--- src/rtl/mcm_pkg.sv ---
// Shared constants and types for the constant-multiplier FIR slice.
package mcm_pkg;

  localparam int MCM_PW     = 12;
  localparam int MCM_LAT    = 1;
  localparam int FIR4_OUT_W = 14;

  // Filter coefficients: outer taps use C0, inner taps use C1.
  localparam int C0 = 9;
  localparam int C1 = 11;

  typedef logic signed [MCM_PW-1:0]     prod_t;
  typedef logic signed [FIR4_OUT_W-1:0] acc_t;

endpackage

--- src/rtl/mcm_sync_fifo.sv ---
// Single-clock FIFO with a registered head word; the head reads 0 when empty.
module mcm_sync_fifo #(
  parameter int WIDTH = 14,
  parameter int DEPTH = 4
) (
  input  logic                       clk,
  input  logic                       rst,
  input  logic                       push,
  input  logic [WIDTH-1:0]           din,
  input  logic                       pop,
  output logic [WIDTH-1:0]           dout,
  output logic [$clog2(DEPTH+1)-1:0] count,
  output logic                       full,
  output logic                       empty
);

  localparam int AW = (DEPTH > 1) ? $clog2(DEPTH) : 1;
  localparam int CW = $clog2(DEPTH + 1);

  logic [WIDTH-1:0] mem [DEPTH];
  logic [AW-1:0]    wr_ptr;
  logic [AW-1:0]    rd_ptr;
  logic [AW-1:0]    rd_ptr_n;
  logic [CW-1:0]    count_q;
  logic [CW-1:0]    count_n;
  logic [WIDTH-1:0] head_q;
  logic [WIDTH-1:0] head_n;
  logic             pop_eff;

  // Pointers wrap modulo DEPTH so non-power-of-two depths work.
  function automatic logic [AW-1:0] ptr_inc(input logic [AW-1:0] p);
    return (p == AW'(DEPTH - 1)) ? '0 : p + 1'b1;
  endfunction

  // Next read pointer, occupancy and head word; a push lands directly in the
  // head when it becomes the oldest entry.
  always_comb begin
    pop_eff  = pop && (count_q != '0);
    rd_ptr_n = pop_eff ? ptr_inc(rd_ptr) : rd_ptr;
    count_n  = count_q;
    if (push && !pop_eff) begin
      count_n = count_q + 1'b1;
    end else if (!push && pop_eff) begin
      count_n = count_q - 1'b1;
    end
    head_n = '0;
    if (count_n != '0) begin
      if (push && (wr_ptr == rd_ptr_n)) begin
        head_n = din;
      end else begin
        head_n = mem[rd_ptr_n];
      end
    end
  end

  // Control state and the registered head.
  always_ff @(posedge clk) begin
    if (rst) begin
      wr_ptr  <= '0;
      rd_ptr  <= '0;
      count_q <= '0;
      head_q  <= '0;
    end else begin
      if (push) begin
        wr_ptr <= ptr_inc(wr_ptr);
      end
      rd_ptr  <= rd_ptr_n;
      count_q <= count_n;
      head_q  <= head_n;
    end
  end

  // Storage array carries no reset; validity comes from count_q.
  always_ff @(posedge clk) begin
    if (push) begin
      mem[wr_ptr] <= din;
    end
  end

  assign dout  = head_q;
  assign count = count_q;
  assign full  = (count_q == CW'(DEPTH));
  assign empty = (count_q == '0);

endmodule

--- src/rtl/mcm_fir4_accum.sv ---
// Adder/register half of a symmetric 4-tap transposed FIR fed by a
// free-running constant multiplier (11*X, 9*X); buffers results in a FIFO.
module mcm_fir4_accum #(
  parameter int PW         = mcm_pkg::MCM_PW,
  parameter int OUT_W      = mcm_pkg::FIR4_OUT_W,
  parameter int MCM_LAT    = mcm_pkg::MCM_LAT,
  parameter int FIFO_DEPTH = 4
) (
  input  logic                    clk,
  input  logic                    rst,
  input  logic                    in_valid,
  output logic                    in_ready,
  input  logic signed [PW-1:0]    x_11,
  input  logic signed [PW-1:0]    x_9,
  input  logic                    clear,
  output logic signed [OUT_W-1:0] y,
  output logic                    y_valid,
  input  logic                    y_ready
);

  localparam int CW = $clog2(FIFO_DEPTH + 1);
  localparam int IW = $clog2(MCM_LAT + 1);
  localparam int OW = $clog2(FIFO_DEPTH + MCM_LAT + 1);

  logic [MCM_LAT-1:0]      vld_p;
  logic                    accept;
  logic                    pv;
  logic [IW-1:0]           inflight;
  logic [OW-1:0]           occupancy;
  logic signed [OUT_W-1:0] z1;
  logic signed [OUT_W-1:0] z2;
  logic signed [OUT_W-1:0] z3;
  logic signed [OUT_W-1:0] z1_h;
  logic signed [OUT_W-1:0] z2_h;
  logic signed [OUT_W-1:0] z3_h;
  logic signed [OUT_W-1:0] x11_e;
  logic signed [OUT_W-1:0] x9_e;
  logic signed [OUT_W-1:0] y_new;
  logic [CW-1:0]           fifo_count;
  logic                    fifo_full;
  logic                    fifo_empty;
  logic [OUT_W-1:0]        fifo_dout;

  // Exact widening of a product; OUT_W leaves headroom so no saturation.
  function automatic logic signed [OUT_W-1:0] sext(input logic signed [PW-1:0] p);
    return OUT_W'(p);
  endfunction

  assign accept = in_valid && in_ready;
  assign pv     = vld_p[MCM_LAT-1];

  // Count samples still inside the multiplier and reserve FIFO room for them,
  // so the never-stalled multiplier can always deposit its result.
  always_comb begin
    inflight = '0;
    for (int i = 0; i < MCM_LAT; i++) begin
      inflight = inflight + IW'(vld_p[i]);
    end
    occupancy = OW'(fifo_count) + OW'(inflight);
    in_ready  = (occupancy < OW'(FIFO_DEPTH));
  end

  // ---- stage p0 -> product: valid shadow of the multiplier latency
  always_ff @(posedge clk) begin
    if (rst) begin
      vld_p <= '0;
    end else begin
      vld_p[0] <= accept;
      for (int i = 1; i < MCM_LAT; i++) begin
        vld_p[i] <= vld_p[i-1];
      end
    end
  end

  // Tap history as seen this cycle; clear substitutes zero history.
  always_comb begin
    x11_e = sext(x_11);
    x9_e  = sext(x_9);
    z1_h  = clear ? '0 : z1;
    z2_h  = clear ? '0 : z2;
    z3_h  = clear ? '0 : z3;
    y_new = x9_e + z1_h;
  end

  // ---- product -> tap registers: history advances only on real samples
  always_ff @(posedge clk) begin
    if (rst) begin
      z1 <= '0;
      z2 <= '0;
      z3 <= '0;
    end else if (pv) begin
      z1 <= x11_e + z2_h;
      z2 <= x11_e + z3_h;
      z3 <= x9_e;
    end else if (clear) begin
      z1 <= '0;
      z2 <= '0;
      z3 <= '0;
    end
  end

  // ---- product -> output FIFO
  mcm_sync_fifo #(
    .WIDTH (OUT_W),
    .DEPTH (FIFO_DEPTH)
  ) u_fifo (
    .clk   (clk),
    .rst   (rst),
    .push  (pv),
    .din   (y_new),
    .pop   (y_ready),
    .dout  (fifo_dout),
    .count (fifo_count),
    .full  (fifo_full),
    .empty (fifo_empty)
  );

  assign y       = fifo_dout;
  assign y_valid = !fifo_empty;

  // The in_ready reservation guarantees a free slot for every product.
  assert property (@(posedge clk) disable iff (rst) !(pv && fifo_full && !y_ready));

endmodule

--- config.mk ---
export PLATFORM = sky130hd
export DESIGN_NAME = mcm_fir4_accum
export DESIGN_NICKNAME = d
export VERILOG_FILES = /design/src/rtl/mcm_pkg.sv /design/src/rtl/mcm_sync_fifo.sv /design/src/rtl/mcm_fir4_accum.sv
export SDC_FILE = /design/constraint.sdc
export NUM_CORES = 1
export LEC_CHECK = 0
export CORE_ASPECT_RATIO = 1.1
export CORE_MARGIN = 5
export CORE_UTILIZATION = 41
export CTS_BUF_LIST = sky130_fd_sc_hd__clkbuf_4 sky130_fd_sc_hd__clkbuf_8
export DETAILED_ROUTE_END_ITERATION = 12
export PLACE_DENSITY_LB_ADDON = 0.1
export SYNTH_ARGS = -nofsm -noshare
export SYNTH_HDL_FRONTEND = slang
export SYNTH_HIERARCHICAL = 1
export SYNTH_SLANG_ARGS = --single-unit
--- constraint.sdc ---
create_clock -name clk -period 4.17 [get_ports clk]
set_input_delay 0.834 -clock clk [delete_from_list [all_inputs] [get_ports clk]]
set_output_delay 0.834 -clock clk [all_outputs]
set_load 0.01 [all_outputs]
==> summary.md <==
| Metric | Value |
|---|---|
| Post-CTS setup buffer count | 0 |
| Worst path cell trace | clkdlybuf4s50_1 > nand2b_1 > inv_1 > ha_1 > a211oi_1 > o21ai_0 > a21boi_0 > o21a_1 > nor2_1 > xor2_1 > nand2_2 > a21oi_2 |
| Nets | 777 |
| DRT antenna net count | 0 |
| Cts hold-fix bufs | 0 |
| Met3 Routed Length | 418 microns |
| Placed wire-length estimate | 10.66 mm |
| Syn nets | 734 |
| Worst-margin pin slew | 0.8326 ns |
| Critical path startpoint category | input port |
| Initial antenna violation count | 0 |
| Area Growth Syn to Fin | 16.25% |
| Avg Cell Area, Syn | 10.23 sq um |
| Row count | 49 |
| Post-route DRC | 0 |
| Fmax | 0.2884 GHz |
| Initial drt markers | 184 |
| Clock skew | 0.01396 ns |
| Root Driver | clkbuf_8 |
| Pleak | 2.994 nW |
| Post-Place Cells | 883 |
| Fin Setup TNS | 0 ns |
| Height of the die | 144.1 microns |
| Largest net degree at the start of global routing | 41 |
| Critical path's slowest cell | clkdlybuf4s50_1 |
| Initial core utilization | 41.39% |
| Syn. warnings | 6 |
| RSZ-0062 raised after global routing | false |
| First-pass GRT wire length | 24.97 mm |
| Vias in the first global route | 4965 |
| Tcrit/Tclk final | 83.14% |
| Critical Path RT | 4.55 ns |
| # setup viols final | 0 |
| Clk sinks | 120 |
| Via count | 4912 |
| I/O pins | 45 |
| Worst Setup Path Type | input port to register |
| WL final | 15.21 mm |
| H-tree Lvls | 4 |
| Resize count post-CTS | 0 |
| Metal-1 WL | 7.179 mm |
| Most common cell after layout, fill and taps aside | dfxtp_1 |
| Reg clk slew, reported paths | 0.07 ns |
| CTS buffer count | 17 |
| Outcome | finished clean |
| Clock latency on the worst-skew pair | 0.44 ns |
| Chip width | 131.9 microns |
| Vias/cell | 5.368 |
| All-Layer GR Usage | 16.29% |
| Worst Path Arrival | 3.84 ns |
| Pwr Density | 489.3 nW/um^2 |
| Buf/Inv on CP | 2 |
| Met2 WL | 7.344 mm |
| DR WL/cell | 16.63 microns |
| Slew Viols, Final | 0 |
| Worst min-delay path class | register to register |
| Worst slack, placed | 0.1908 ns |
| Ant diodes | 0 |
| Final GP Congestion | 0.8506 |
| Top Family by Delay on Critical Path | compound AO/OA/AOI/OAI gates |
| Share of post-route cells with drive strength above 1 | 10.55% |
| Mapped Cells | 655 |
| Minimum clock period | 3.467 ns |
| Maximum vdd drop | 226.2 uV |
| Final worst setup slack | 0.7030 ns |
| Max cap viols | 0 |
| Post-route insts no fill | 915 |
| Hold Fails Final Rpt | 0 |
| Top Metal Used | met4 |
| Max-Slew Margin vs Limit | 44.49% |
| Core area | 16190 sq um |
| Crit. End Element | register |
| Pre-Repair DR Iteration Count | 4 |
| Crit-path max FO | 9 |
| CTS Buffer Depth | 2 |
| IO Port Bufs | 44 |
| Grt ovf | 0 |
| Die area | 19000 sq um |
| TritonCTS clock tree | done |
| Cell area after synthesis | 6699 sq um |
| Most frequent cells in the layout | dfxtp_1, nor2_1, edfxtp_1, a21oi_1, ha_1 |
| Max incr delay on CP | 0.77 ns |
| Final core occ | 48.11% |
==> per-layer routing <==
layer  track usage [%]  vias to the layer above
met2             28.15                       97
met3             3.862                       18
met5                 0                        -
li1                  -                     2470
met1             20.15                     2327
met4             5.468                        0
==> stage by stage <==
| step | power, mW | instance area (sq um) | hold WS (ns) |
|---|---|---|---|
| floorplan | 2.320 | 6699 | 0.5137 |
| global placement | 2.647 | 7341 | 0.5313 |
| detailed placement | 2.670 | 7341 | 0.5503 |
| CTS | 3.857 | 7787 | 0.5625 |
| global route | 4.040 | 7787 | 0.6233 |
| finish | 3.810 | 7787 | 0.5530 |
==> state kept, by name, indices dropped and copies added, names as in the netlist <==
register,count
pv,1
z3,14
u_fifo/mem,56
z1,14
z2,14
u_fifo/count,3
u_fifo/dout,14
u_fifo/rd_ptr,2
u_fifo/wr_ptr,2
==> report_power, final <==
| group | internal (mW) | switching (mW) |
|---|---|---|
| combinational | 0.532 | 0.688 |
| clock | 0.697 | 0.476 |
| sequential | 1.37 | 0.0494 |
==> path summary, 6_finish.rpt <==
check                                startpoint                            end  slack (ns)  cells past startpoint
setup / recovery                          clear     u_fifo/dout[11]$_SDFF_PP0_        0.70                     12
hold / removal    u_fifo/wr_ptr[1]$_SDFFE_PP0P_  u_fifo/wr_ptr[1]$_SDFFE_PP0P_        0.55                      2
setup reg to reg               z1[0]$_SDFF_PP0_     u_fifo/dout[10]$_SDFF_PP0_        1.57                     11
hold reg to reg   u_fifo/wr_ptr[1]$_SDFFE_PP0P_  u_fifo/wr_ptr[1]$_SDFFE_PP0P_        0.55                      2
==> area by class of cell <==
cell class | count | area [sq um]
Multi-Input combinational cell | 485 | 3516
Tap cell | 204 | 255.2
Fill cell | 1555 | 8398
Clock buffer | 21 | 276.5
Timing Repair Buffer | 54 | 528.0
Sequential cell | 120 | 2964
Clock inverter | 11 | 170.2
Inverter | 20 | 77.57
==> worst min-delay path, delay by kind of cell (launching register included) <==
kind / cells / cell delay [ns]
simple gates: 1 / 0.05
mux: 1 / 0.13
flops: 1 / 0.34
(Power assumes the default switching activity.)
